--- src/rtl/iir_ctrl.sv ---
// iir_ctrl: first-order IIR controller, y = b*x + ab*x1 + a2b*x2 + a*y1, one shared MAC.
// Optional output clamping enabled by defining IIR_CTRL_SAT_EN.
module iir_ctrl #(
    parameter int COEF_A = -1,
    parameter int COEF_B = 4
) (
    input  logic               clk,
    input  logic               rst_n,
    input  logic               in_valid,
    output logic               in_ready,
    input  logic signed [7:0]  data_in,
    output logic               out_valid,
    input  logic               out_ready,
    output logic signed [15:0] data_out,
    output logic               busy
);

    localparam logic signed [7:0]  A   = 8'(COEF_A);
    localparam logic signed [7:0]  B   = 8'(COEF_B);
    localparam logic signed [15:0] AB  = 16'(COEF_A * COEF_B);
    localparam logic signed [23:0] A2B = 24'(COEF_A * COEF_A * COEF_B);

    typedef enum logic [1:0] {
        S_IDLE = 2'd0,
        S_MAC  = 2'd1,
        S_OUT  = 2'd2
    } state_t;

    state_t             r_state;
    state_t             w_next;
    logic [1:0]         r_cnt;
    logic signed [31:0] r_acc;
    logic signed [7:0]  r_x;
    logic signed [7:0]  r_x1;
    logic signed [7:0]  r_x2;
    logic signed [15:0] r_y1;
    logic signed [15:0] r_dout;
    logic               r_ovld;

    logic signed [31:0] w_coef;
    logic signed [31:0] w_opnd;
    logic signed [31:0] w_prod;
    logic signed [15:0] w_red;
    logic               w_accept;
    logic               w_out_hs;

    assign w_accept  = in_valid && (r_state == S_IDLE);
    assign w_out_hs  = r_ovld && out_ready;
    assign out_valid = r_ovld;
    assign data_out  = r_dout;

    // Term select: the counter walks b*x, ab*x1, a2b*x2, a*y1.
    always_comb begin
        w_coef = '0;
        w_opnd = '0;
        unique case (r_cnt)
            2'd0: begin
                w_coef = {{24{B[7]}}, B};
                w_opnd = {{24{r_x[7]}}, r_x};
            end
            2'd1: begin
                w_coef = {{16{AB[15]}}, AB};
                w_opnd = {{24{r_x1[7]}}, r_x1};
            end
            2'd2: begin
                w_coef = {{8{A2B[23]}}, A2B};
                w_opnd = {{24{r_x2[7]}}, r_x2};
            end
            2'd3: begin
                w_coef = {{24{A[7]}}, A};
                w_opnd = {{16{r_y1[15]}}, r_y1};
            end
        endcase
    end

    assign w_prod = w_coef * w_opnd;

`ifdef IIR_CTRL_SAT_EN
    always_comb begin
        if (r_acc > 32'sd32767)
            w_red = 16'sh7fff;
        else if (r_acc < -32'sd32768)
            w_red = 16'sh8000;
        else
            w_red = 16'(r_acc);
    end
`else
    assign w_red = 16'(r_acc);
`endif

    always_ff @(posedge clk or negedge rst_n) begin
        if (!rst_n)
            r_state <= S_IDLE;
        else
            r_state <= w_next;
    end

    always_comb begin
        w_next = r_state;
        case (r_state)
            S_IDLE:  if (w_accept) w_next = S_MAC;
            S_MAC:   if (r_cnt == 2'd3) w_next = S_OUT;
            S_OUT:   if (w_out_hs) w_next = S_IDLE;
            default: w_next = S_IDLE;
        endcase
    end

    always_comb begin
        in_ready = (r_state == S_IDLE);
        busy     = (r_state != S_IDLE);
    end

    // OUT spends one cycle registering the reduced result before presenting it.
    always_ff @(posedge clk or negedge rst_n) begin
        if (!rst_n) begin
            r_cnt  <= '0;
            r_acc  <= '0;
            r_x    <= '0;
            r_x1   <= '0;
            r_x2   <= '0;
            r_y1   <= '0;
            r_dout <= '0;
            r_ovld <= 1'b0;
        end else begin
            case (r_state)
                S_IDLE: begin
                    if (w_accept) begin
                        r_x   <= data_in;
                        r_acc <= '0;
                        r_cnt <= '0;
                    end
                end
                S_MAC: begin
                    r_acc <= r_acc + w_prod;
                    r_cnt <= r_cnt + 2'd1;
                end
                S_OUT: begin
                    if (!r_ovld) begin
                        r_dout <= w_red;
                        r_ovld <= 1'b1;
                    end else if (out_ready) begin
                        r_ovld <= 1'b0;
                        r_x2   <= r_x1;
                        r_x1   <= r_x;
                        r_y1   <= r_dout;
                    end
                end
                default: r_ovld <= 1'b0;
            endcase
        end
    end

endmodule

--- config.mk ---
export PLATFORM = sky130hd
export DESIGN_NAME = iir_ctrl
export DESIGN_NICKNAME = d
export VERILOG_FILES = /design/src/rtl/iir_ctrl.sv
export SDC_FILE = /design/constraint.sdc
export NUM_CORES = 1
export LEC_CHECK = 0
export ABC_CLOCK_PERIOD_IN_PS = 8800
export BUFFER_PORTS_ARGS = -buffer_cell sky130_fd_sc_hd__clkbuf_2
export CORE_UTILIZATION = 45
export CTS_CLUSTER_DIAMETER = 80
export CTS_CLUSTER_SIZE = 24
export DETAILED_ROUTE_END_ITERATION = 16
export PLACE_DENSITY = 0.66
export SLEW_MARGIN = 10
export SYNTH_ARGS = -nofsm -noshare
export SYNTH_HDL_FRONTEND = slang
export SYNTH_SLANG_ARGS = --single-unit
--- constraint.sdc ---
create_clock -name clk -period 8.8 [get_ports clk]
set_input_delay 0.88 -clock clk [delete_from_list [all_inputs] [get_ports clk]]
set_output_delay 0.88 -clock clk [all_outputs]
set_load 0.03 [all_outputs]
; ---- Word level (Yosys, flattened, before mapping)
; Cells that the tools add are included.
[word_totals]
regBits = 93
input_bits = 12
out_inout_bits = 19
word_cells = 47
[classes]
addsub = 2
mul = 1
eq_ne = 8
mux = 13
n_bitwise = 1
reduce_logical = 13
[op_table]
columns = operator, count
row1 = case mux 32 bit (4 select lines), 1
row2 = case mux 32 bit (3 select lines), 1
row3 = case mux 32 bit (2 select lines), 1
row4 = adder 32 bit, 1
row5 = multiplier 32 x 32 -> 32 bit, 1
row6 = 2-to-1 mux 32 bit, 1
row7 = 2-to-1 mux 2 bit, 4
row8 = "== test 2 bit, second input constant", 3
row9 = case mux 2 bit (3 select lines), 1
row10 = AND reduction 2 bit, 3
row11 = AND reduction 3 bit, 2
row12 = "== test 2 x 1 -> 1 bit, second input constant", 2
row13 = zero test 2 bit, 2
row14 = "!= test 2 bit, second input constant", 2
row15 = case mux 2 bit (2 select lines), 1
row16 = nonzero test 2 bit, 2
row17 = OR reduction 2 bit, 2
row18 = "adder 2 x 1 -> 2 bit, second input constant", 1
row19 = logical AND 1 bit, 2
row20 = 2-to-1 mux 1 bit, 2
row21 = "!= test 2 x 1 -> 1 bit, second input constant", 1
row22 = case mux 1 bit (2 select lines), 1
row23 = NOT 1 bit, 1

; ---- Depth between registers and ports, before layout
[logic_depth]
ltp_word = 6
mapped_depth = 30
ltp_nobuf = 29

; ---- Worst setup path after synthesis
; No wires, ideal clock.
[synth_path]
kind = flip-flop to flip-flop
start = register r_cnt[0]
end = register r_acc[15]
setup_time_ps = 121
arrival_time_ps = 7039
t_required_ps = 8679
slack_ps = 1640
stages_incl_launch_ff = 27
path_buffers = 1
period_less_slack_ps = 7160
cell_sequence = dfrtp_1 > inv_1 > ha_1 > buf_6 > a222oi_1 > mux2i_1 > and2_1 > inv_1 > fa_1 > fa_1 > inv_1 > fa_1 > inv_1 > fa_1 > inv_1 > ha_1 > ha_1 > fa_1 > inv_1 > fa_1 > inv_1 > ha_1 > or4_1 > o21ai_1 > o221ai_1 > xnor2_1 > a22o_1
[synth_between]
elab_chain_cells = 6
elab_cells_between_ends = 10
cone_classes = add/sub (1) / mul (1) / eq/ne (3) / mux (3) / reduce/logical (2)
[synth_rtl]
columns = item, line_no
row1 = "start, declared", 31  ; logic [1:0] r_cnt;
row2 = "start signal, assigned", 135  ; r_cnt <= r_cnt + 2'd1;
row3 = == test 2 bit / zero test 2 bit (equally long branches), 56  ; unique case (r_cnt)
row4 = OR reduction 2 bit (no source line), n/a
row5 = case mux 32 bit (3 select lines), 56
row6 = multiplier 32 x 32 -> 32 bit (*), 76  ; assign w_prod = w_coef * w_opnd;
row7 = adder 32 bit (*), 134  ; r_acc <= r_acc + w_prod;
row8 = case mux 32 bit (2 select lines) (*), 125  ; case (r_state)
row9 = "end signal, assigned", 134
row10 = "end, declared", 32  ; logic signed [31:0] r_acc;
; Every way passes the cells marked *; elsewhere a longest branch is shown, timed or not. The select of a mux whose other input is x is not followed.
; A chain may end at the register's enable or synchronous reset.

; ---- Worst setup path in the final report
[layout_path]
start = register r_cnt[0]
end = register r_acc[13]
; Same word-level chain as after synthesis.

==> impl_metrics.toml <==
[run_status]
status = "complete, no violations"

[setup_path]
startpoint_type = "flip-flop"
arrival_ns = 8.22
worst-r2r-setup-slack_ns = 0.78
worst_ep_required_time_ns = 9.00
reg2reg_depth = 25
crit_fanout = 21
critPathKind = "flip-flop to flip-flop"
crit_path_end = "r_acc[13]"
cp-end-kind = "flip-flop"
worstReg2RegEnd = "r_acc[13]"
critPathLaunch = "r_cnt[0]"
r2r-start = "r_cnt[0]"

[placed_design]
gp_congestion = 0.869
dp_cells = 855
hpwl_um = 11600
port_buffers = 30

[finish]
layout.cells.non_filler = 871
drive_gt1_frac = 0.151
multi_input_area_um2 = 4400
num-nets-final = 849
finish.utilization = 0.500
syn2layout_area_growth_pct = 8.70
antenna_cells = 0
ff_latch_area_um2 = 1930
fillerInstances = 1372

[drt]
routed_wl_um = 14700
routed_via_density = 5.25
avgRoutedWirePerCell_um = 16.9
ant_nets = 0
drc = 0
num_vias = 4573
drt-initial-drc-count = 286
first_pass_iters = 6

[floorplanning]
row_count = 45
chipWidth_um = 127
coreArea_um2 = 15200
io_pins = 31
dieArea_um2 = 16000
start_util = 0.460
die_y_um = 127

[timing]
setup_viol = 0
skew_ns = 0.00769
final-hold-violation-count = 0
fmax_mhz = 125
rsz0062_at_grt = "false"
drv_slew = 0
slew-limit-headroom = 0.170
fin_tns_setup_ns = 0
fin_crit_sh = 0.912
worstMarginPinSlew_ns = 1.24
min_period_ns = 8.02

[clocking]
cts_sinks = 77
cts_root_buf = "clkbuf_16"
cts-resized-gates = 0
cts-htree-levels = 3
cts_tree = "built"
cts_buffer_depth = 2
post_cts_buffers = 0
worstSkewPairLatency_ns = 0.35
holdBufCountCts = 0
cts_buffers = 9
clk_pin_slew_ns = 0.07

[job]
max_cap_viol_count = 0

[grt]
grt_pass1_wl_um = 24200
grt-busiest-layer = "met2"
met2_usage = 0.331
antenna_found_initial = 0
first_global_vias = 4740
met3_usage = 0.0358
use_met1 = 0.254
grt_max_degree = 78
grt_overflow = 0
grt_usage = 0.198

[synthesis]
yosysTopAreaCellShare = 0.276
synth.area.top_cells = "dfrtp_1 (28%), fa_1 (23%), ha_1 (14%), inv_1 (8.2%), mux2_2 (7.9%)"
yosys-top-cells-count = "inv_1 (153), fa_1 (81), ha_1 (78)"
synth-main-ff-cell = "dfrtp_1"
async_flop_share = 1.00
synth_warnings = 0
synth_edf_count = 0
syn-cell-area_um2 = 6990
synth_top_cell_by_area = "dfrtp_1"
synth-seq-area-share = 0.276
synth_cell_types = 45
synth_nets = 824
syn_avg_cell_area_um2 = 10.7
syn_inst = 653
yosysMostFrequentCell = "inv_1"
synth-seq-cells = 77

[worst_hold_path]
hold_path.class = "flip-flop to flip-flop"
[cell usage in the layout, fill, tap and decap left out, drive strengths merged, types with 3 or more instances in the layout]
| cell | Yosys | final |
|---|---|---|
| buf | 6 | 4 |
| nor2 | 7 | 7 |
| nor3b | 3 | 3 |
| clkbuf | 13 | 38 |
| xnor2 | 21 | 21 |
| nand2b | 3 | 3 |
| mux2 | 49 | 49 |
| a222oi | 5 | 5 |
| o21bai | 3 | 3 |
| a21oi | 11 | 11 |
| mux2i | 5 | 5 |
| clkinv | 0 | 4 |
| nor3 | 3 | 3 |
| dfrtp | 77 | 77 |
| o31ai | 3 | 3 |
| and2 | 12 | 12 |
| inv | 153 | 155 |
| fa | 81 | 81 |
| nand3 | 4 | 4 |
| ha | 78 | 78 |
| nand2 | 51 | 51 |
| xor2 | 5 | 5 |
| o21ai | 25 | 25 |
| a22o | 9 | 9 |
[cell type report]
type | count | area share
Sequential cell | 77 | 0.254
Clock buffer | 9 | 0.0296
Tap cell | 188 | 0.0310
Multi-Input combinational cell | 404 | 0.579
Inverter | 153 | 0.0756
Timing Repair Buffer | 33 | 0.0231
Clock inverter | 7 | 0.00774
[state kept, by name, indices dropped and copies added, names as in the netlist]
name / cells
data_out: 16
r_acc: 16
r_y1: 16
r_x1: 8
r_x2: 8
r_x: 8
r_cnt: 2
r_state: 2
out_valid: 1
[logic make-up after synthesis]
family / after synthesis / share of synthesized area
buffers and inverters: 172 / 0.0952
adder cells (fa/ha/maj): 159 / 0.372
AND/OR/NAND/NOR: 94 / 0.0659
flip-flops: 77 / 0.276
AO/OA/AOI/OAI: 70 / 0.0686
multiplexers: 54 / 0.0861
XOR/XNOR: 27 / 0.0369
[metal layers]
metal / up-vias / wire length [µm]
met5: - / 0
met4: 0 / 433
met3: 24 / 631
met2: 104 / 7410
met1: 2325 / 6250
li1: 2120 / -
[metrics by stage]
stage	hold slack, ns	area, µm²	setup slack [ns]
after floorplan	0.465	6990	1.64
after global placement	0.481	7310	0.916
after detailed placement	0.494	7310	0.715
after CTS	0.510	7600	0.715
after global routing	0.527	7600	0.173
final	0.510	7600	0.776
[worst min path at each step]
stage / end / cells after the start / slack (ns) / start
after floorplan: r_acc[10] / 2 / 0.46 / r_acc[10]
after global placement: r_x1[4] / 2 / 0.48 / r_x1[4]
after detailed placement: r_y1[9] / 1 / 0.49 / r_y1[9]
after CTS: r_y1[9] / 1 / 0.51 / r_y1[9]
after global routing: r_x2[0] / 1 / 0.53 / r_x2[0]
final: r_y1[8] / 1 / 0.51 / r_y1[8]
[worst max-delay path, stage by stage (launching register included)]
cell and delay (ns):
dfrtp_1 0.45, ha_1 0.76, a222oi_1 0.15, mux2i_1 0.35, and2_1 0.30, inv_1 0.31
fa_1 0.56, fa_1 0.50, inv_1 0.06, fa_1 0.53, inv_1 0.05, fa_1 0.47
inv_1 0.04, ha_1 0.28, ha_1 0.31, fa_1 0.54, inv_1 0.05, fa_1 0.54
inv_1 0.05, ha_1 0.25, or4_1 0.42, o21ai_1 0.32, o21bai_1 0.10, a21oi_1 0.19
xor2_1 0.19, o21ai_0 0.10
Power is left out: the tool's default activity adds up to more than one toggle a clock period on the data nets, which glitch-free logic cannot reach.
